$ cat config.mk
export PLATFORM = sky130hd
export DESIGN_NAME = if_id_frontend
export DESIGN_NICKNAME = d
export VERILOG_FILES = /design/src/rtl/if_id_frontend_pkg.sv /design/src/rtl/if_id_frontend_id_stage.sv /design/src/rtl/if_id_frontend_if_stage.sv /design/src/rtl/if_id_frontend_pipe_if_id.sv /design/src/rtl/if_id_frontend.sv
export SDC_FILE = /design/constraint.sdc
export NUM_CORES = 1
export LEC_CHECK = 0
export ABC_AREA = 1
export CAP_MARGIN = 20
export CORE_MARGIN = 5
export CORE_UTILIZATION = 39
export DETAILED_ROUTE_END_ITERATION = 10
export PLACE_DENSITY = 0.81
export SETUP_SLACK_MARGIN = 0.1
export SLEW_MARGIN = 20
export SYNTH_ARGS = -nofsm -noshare
export SYNTH_HDL_FRONTEND = slang
export SYNTH_SLANG_ARGS = --single-unit
$ cat constraint.sdc
create_clock -name clk -period 2 [get_ports clk]
set_clock_uncertainty 0.05 [all_clocks]
set_input_delay 0.3 -clock clk [delete_from_list [all_inputs] [get_ports clk]]
set_output_delay 0.3 -clock clk [all_outputs]
set_load 0.02 [all_outputs]
$ cat src/rtl/if_id_frontend_pkg.sv
// Shared widths, field bounds and reset values for the IF/ID front end.
package if_id_frontend_pkg;

  localparam int PC_W    = 8;
  localparam int INSTR_W = 20;

  localparam int OPC_HI = 19;
  localparam int OPC_LO = 16;
  localparam int A_HI   = 15;
  localparam int A_LO   = 8;
  localparam int B_HI   = 7;
  localparam int B_LO   = 0;

  localparam logic [PC_W-1:0] RESET_PC = '0;

  // Built-in ROM image: low nibble of the address as opcode, the address
  // itself as field A and its bitwise complement as field B.
  function automatic logic [INSTR_W-1:0] default_rom_word(input logic [PC_W-1:0] addr);
    return {addr[3:0], addr, 8'hFF - addr};
  endfunction

endpackage

$ cat src/rtl/if_id_frontend_id_stage.sv
// Decode stage: pure field split of the held instruction, no interpretation.
module id_stage
  import if_id_frontend_pkg::*;
#(
  parameter int INSTR_W = if_id_frontend_pkg::INSTR_W
) (
  input  logic [INSTR_W-1:0]       instr,
  output logic [OPC_HI-OPC_LO:0]   opcode,
  output logic [A_HI-A_LO:0]       A,
  output logic [B_HI-B_LO:0]       B
);

  assign opcode = instr[OPC_HI:OPC_LO];
  assign A      = instr[A_HI:A_LO];
  assign B      = instr[B_HI:B_LO];

endmodule

$ cat src/rtl/if_id_frontend_if_stage.sv
// Fetch stage: free-running PC with stall, and a read-only instruction ROM
// read combinationally at the current PC.
module if_stage
  import if_id_frontend_pkg::*;
#(
  parameter string INIT_FILE = "",
  parameter int    PC_W      = if_id_frontend_pkg::PC_W,
  parameter int    INSTR_W   = if_id_frontend_pkg::INSTR_W
) (
  input  logic               clk,
  input  logic               rstn,
  input  logic               stall,
  output logic [PC_W-1:0]    pc_out,
  output logic [INSTR_W-1:0] instr_out
);

  logic [PC_W-1:0] pc_q;

  // PC advances by one each unstalled edge and wraps naturally at 2^PC_W.
  always_ff @(posedge clk or negedge rstn) begin
    if (!rstn) begin
      pc_q <= PC_W'(RESET_PC);
    end else if (!stall) begin
      pc_q <= pc_q + PC_W'(1);
    end
  end

  assign pc_out = pc_q;

  // Read-only ROM built from the arithmetic default image.
  assign instr_out = INSTR_W'(default_rom_word(8'(pc_q)));

endmodule

$ cat src/rtl/if_id_frontend_pipe_if_id.sv
// IF/ID pipeline register: one-cycle hand-off of PC, instruction and valid.
module pipe_if_id
  import if_id_frontend_pkg::*;
#(
  parameter int PC_W    = if_id_frontend_pkg::PC_W,
  parameter int INSTR_W = if_id_frontend_pkg::INSTR_W
) (
  input  logic               clk,
  input  logic               rstn,
  input  logic               stall,
  input  logic [PC_W-1:0]    pc_in,
  input  logic [INSTR_W-1:0] instr_in,
  output logic [PC_W-1:0]    pc_out,
  output logic [INSTR_W-1:0] instr_out,
  output logic               valid_out
);

  logic [PC_W-1:0]    pc_q;
  logic [INSTR_W-1:0] instr_q;
  logic               valid_q;

  // Capture the fetch outputs on every unstalled edge; hold while stalled.
  always_ff @(posedge clk or negedge rstn) begin
    if (!rstn) begin
      pc_q    <= '0;
      instr_q <= '0;
      valid_q <= 1'b0;
    end else if (!stall) begin
      pc_q    <= pc_in;
      instr_q <= instr_in;
      valid_q <= 1'b1;
    end
  end

  assign pc_out    = pc_q;
  assign instr_out = instr_q;
  assign valid_out = valid_q;

endmodule

$ cat src/rtl/if_id_frontend.sv
// Two-stage fetch/decode front end: fetch, IF/ID register, field split.
module if_id_frontend
  import if_id_frontend_pkg::*;
#(
  parameter string INIT_FILE = "",
  parameter int    PC_W      = if_id_frontend_pkg::PC_W,
  parameter int    INSTR_W   = if_id_frontend_pkg::INSTR_W
) (
  input  logic                     clk,
  input  logic                     rstn,
  input  logic                     stall,
  output logic [PC_W-1:0]          pc_if,
  output logic [INSTR_W-1:0]       instr_if,
  output logic [PC_W-1:0]          pc_id,
  output logic [INSTR_W-1:0]       instr_id,
  output logic                     valid_id,
  output logic [OPC_HI-OPC_LO:0]   opcode,
  output logic [A_HI-A_LO:0]       A,
  output logic [B_HI-B_LO:0]       B
);

  if_stage #(
    .INIT_FILE (INIT_FILE),
    .PC_W      (PC_W),
    .INSTR_W   (INSTR_W)
  ) u_if_stage (
    .clk       (clk),
    .rstn      (rstn),
    .stall     (stall),
    .pc_out    (pc_if),
    .instr_out (instr_if)
  );

  pipe_if_id #(
    .PC_W    (PC_W),
    .INSTR_W (INSTR_W)
  ) u_pipe_if_id (
    .clk       (clk),
    .rstn      (rstn),
    .stall     (stall),
    .pc_in     (pc_if),
    .instr_in  (instr_if),
    .pc_out    (pc_id),
    .instr_out (instr_id),
    .valid_out (valid_id)
  );

  id_stage #(
    .INSTR_W (INSTR_W)
  ) u_id_stage (
    .instr  (instr_id),
    .opcode (opcode),
    .A      (A),
    .B      (B)
  );

endmodule

After elaboration in Yosys (flattened, before gate mapping):

Cells that the tools add are included.
W data, S select, Z words.

* add/sub/neg operators: 2

Operators with widths (number)
* $add A8 B1 Y8 const B: 1
* $sub A8 B8 Y8 const A: 1

* output and inout port bits: 77
* input port bits: 3
* register bits after elaboration: 37
* logic and storage cells: 6

Longest topological paths before layout:

Gate-level depths: netlist of run 1.

* depth after elaboration: 1
* gate-level depth with buffers: 6
* mapped depth without buffers: 6

By module:

Synthesis of run 1 repeated with hierarchy kept, for this count alone.

* cell total of the unflattened synthesis: 199
* area total of the unflattened synthesis: 1745.4 µm²

Modules (own cells, without submodules)
* pipe_if_id: times used 1, seq. area each 725.7 µm², area an instance 1102.3 µm², cells each 121
* if_stage: times used 1, seq. area each 200.2 µm², area an instance 493.0 µm², cells each 58
* id_stage: times used 1, seq. area each 0.0 µm², area an instance 150.1 µm², cells each 20

Worst setup path after synthesis of run 1:

Ideal clock, no wire load.

* path type: reg2reg
* from: reg u_if_stage.pc_q[0], in the netlist u_if_stage.pc_out[0]
* to: reg u_if_stage.pc_q[6], in the netlist u_if_stage.pc_out[6]
* path buffers: 0
* stages on the path, launching flop included: 7
* slack: 0.708 ns
* library setup time: 0.120 ns
* clock period less this slack: 1.292 ns
* arrival: 1.121 ns
* path through: dfrtp_1 ha_1 inv_1 nor2_1 nand2_1 o21ai_0 nand2_1

* word-level cells in the longest chain between the ends: 1

Ends and longest elaborated chain
* start, declared: RTL line if_id_frontend_if_stage.sv:17 `logic [PC_W-1:0] pc_q;`
* start signal, assigned: RTL line if_id_frontend_if_stage.sv:22 `pc_q <= PC_W'(RESET_PC);`
* start signal, assigned: RTL line if_id_frontend_if_stage.sv:24 `pc_q <= pc_q + PC_W'(1);`
* $add A8 B1 Y8: RTL line if_id_frontend_if_stage.sv:24

No other way between the ends.
A chain may end at the register's enable or synchronous reset.

Final worst setup path of run 1:

* from: reg u_if_stage.pc_q[0], in the netlist u_if_stage.pc_out[0]
* to: out instr_if[0]

* word-level cells in the longest chain between the ends: 1

Ends and longest elaborated chain
* $sub A8 B8 Y8: RTL line if_id_frontend_pkg.sv:19 `return {addr[3:0], addr, 8'hFF - addr};`
* end, declared: RTL line if_id_frontend.sv:13 `output logic [INSTR_W-1:0] instr_if,`

No other way between the ends.

==> metrics.txt, run 1 <==
status=complete, no violations; post-synth top area share=0.4633; WL final=2765 um; setup bufs post-CTS=0; Mapped Area=1296 sq um; NumNets Final=187; initial antenna violation count=0; Int Power=1.761 mW; die width=67.65 um; # DRC=0; Initial Utilization=0.3947; period utilization=0.9056; crit path time final=1811 ps; most common cell in the synthesized netlist=buf_4; Setup CP Type=reg2out; clock group share of total power=0.061; Reg power frac=0.273; grt ovf=0; post-layout worst setup margin=188.9 ps; Hold Path Class=in2async; # clock sinks=24; largest area contributor in the netlist=dfrtp_1; synth top area cells=dfrtp_1, buf_4, nand2_1, o21ai_0, inv_1; Die Ht=67.65 um; global-route wire length before repair=4319 um; core area=3284 sq um; number of synthesized flops with an enable pin=0; Final setup violation count=0; worst vdd ir=803.3 uV; Gate power share=0.666; Syn Nets=149; max-cap viol count=0; CTS root buf=clkbuf_4; Cells after Synth=145; Synth Flop Type=dfrtp_1; IO Pins=80; syn_area_per_cell=8.940 sq um; Tot Pwr=3.257 mW; Pleak=0.8174 nW; Synth async-reset ratio=1.000; worst reg2reg path depth=6; vias in the first global route=903; Slew Viols, Final=0; RSZ-0062 raised after global routing=no; sequential area share after synthesis=0.4633; ANT cells=0; most frequent cells after synthesis=buf_4, nand2_1, dfrtp_1, o21ai_0, inv_1; yosys warns=0; global placer's final weighted congestion=0.6415; violation count after the first detailed-route iteration=22; routed via count=965; number of routed nets with antenna violations=0; Total GRT Usage=0.1214; share of cells above drive strength 1=0.06630; Crit Path Max Fanout=9; max_slew headroom=0.8013; Worst EP arrival=1460 ps; count of cell types in the netlist=16; Pre-Repair DR Iteration Count=2; Final Hold Vio Count=0; Hold Slack=296.0 ps; RR Startpoint=u_if_stage.pc_out[0]; Layout area overhead=42.28%; Die ar.=4577 sq um; Crit path required time=1650 ps; H-tree depth=1; maximum clock rate=552.2 MHz; crit end category=primary output; PD cells=1766 nW/um^2; CTS Buf Count=3; hpwl dp=2127 um; switching pwr=1.495 mW; sw frac=0.4592; Clock Path Buffers=2; routed len/inst=12.18 um; final setup TNS=0 ps; vias per cell=4.251; I/O Buffers=79; CTS clk-pin slew, worst paths=120 ps; worst slew pin tran=298.1 ps; fin util=0.5615; synthesized flop and latch total=24; CP Launch Point=u_if_stage.pc_out[0]; Place WS=445.9 ps; CTS tree=built; # rows=21; largest net degree at the start of global routing=31; startpoint types=flop; Skew-Pair Late Insertion Delay=300 ps
[final cells by class]
cell class              instances  area, sq um
fillers                       309         1440
flip-flops and latches         24        604.3
well taps                      46        57.56
inverters                      13        48.80
repair buffers                 81        817.0
multi-input cells              60        294.0
clock buffers                   3        22.52
[path summary, 6_finish.rpt]
check                                            end  slack [ps]
min                        u_pipe_if_id.instr_out[5]         300
max reg2reg                     u_if_stage.pc_out[6]         780
min reg2reg                   u_pipe_if_id.valid_out         440
min in group clk              u_pipe_if_id.valid_out         440
max in group asynchronous       u_if_stage.pc_out[4]        1350
max                                      instr_if[0]         190
[power by group through the flow]
stage	registers [mW]	logic (mW)	clock network [mW]
floorplan	1.06	1.27	0
global placement	0.883	2.19	0
detailed placement	0.898	2.21	0
CTS	0.889	2.21	0.210
global route	0.939	2.29	0.227
finish	0.889	2.17	0.198
[flip-flops by register name, summed over array words and instances (netlist names)]
register	count
u_if_stage.pc_out	8
u_pipe_if_id.instr_out	15
u_pipe_if_id.valid_out	1
[timing repair]
action | CTS | global route
endpoints found under the setup margin | 1 | 15
gates cloned | 0 | 0
resized for setup | 1 | 8
hold buffers | 0 | 0
endpoints found under the hold margin | 0 | 0
[kinds of logic after synthesis]
group / Yosys count / share of synthesized area
AO/OA/AOI/OAI: 16 / 0.06178
adder cells (fa/ha/maj): 1 / 0.009651
buffers and inverters: 61 / 0.3098
AND/OR/NAND/NOR: 39 / 0.1284
flip-flops: 24 / 0.4633
XOR/XNOR: 4 / 0.02703
[through the flow]
| step | cells | cell area [sq um] |
|---|---|---|
| 2_1_floorplan | 145 | 1296 |
| 3_3_place_gp | 224 | 1807 |
| 3_5_place_dp | 224 | 1807 |
| 4_1_cts | 227 | 1828 |
| 5_1_grt | 227 | 1844 |
| 6_report | 227 | 1844 |
[metal layers]
metal	vias to the layer above	wire, um	GRT usage
met5	-	0	0
met4	0	9	0.03797
met3	2	238	0.03328
met2	40	1367	0.2029
met1	448	1149	0.1508
li1	475	-	-
[cells in the final DEF, fill, tap and decap left out, types with 2 or more instances in the layout]
cell type and n:
nor2_1 3, inv_1 12, clkbuf_4 3, clkdlybuf4s50_1 73, nand4_1 2, dlymetal6s2s_1 5, dfrtp_2 3, nand2_1 29
buf_4 2, xor2_1 3, o21ai_0 16, nand3_1 2, dfrtp_1 21
[worst max-delay path, stage by stage, from the launching register on]
cell and delay, ps:
dfrtp_2 490, inv_1 70, clkdlybuf4s50_1 600
(Power assumes the default switching activity.)
==> run 2: changes to the inputs <==
CTS_CLUSTER_DIAMETER = 80   (was unset)
==> results of run 2 <==
No change in the layout: final DEF, timing and power equal those of run 1.
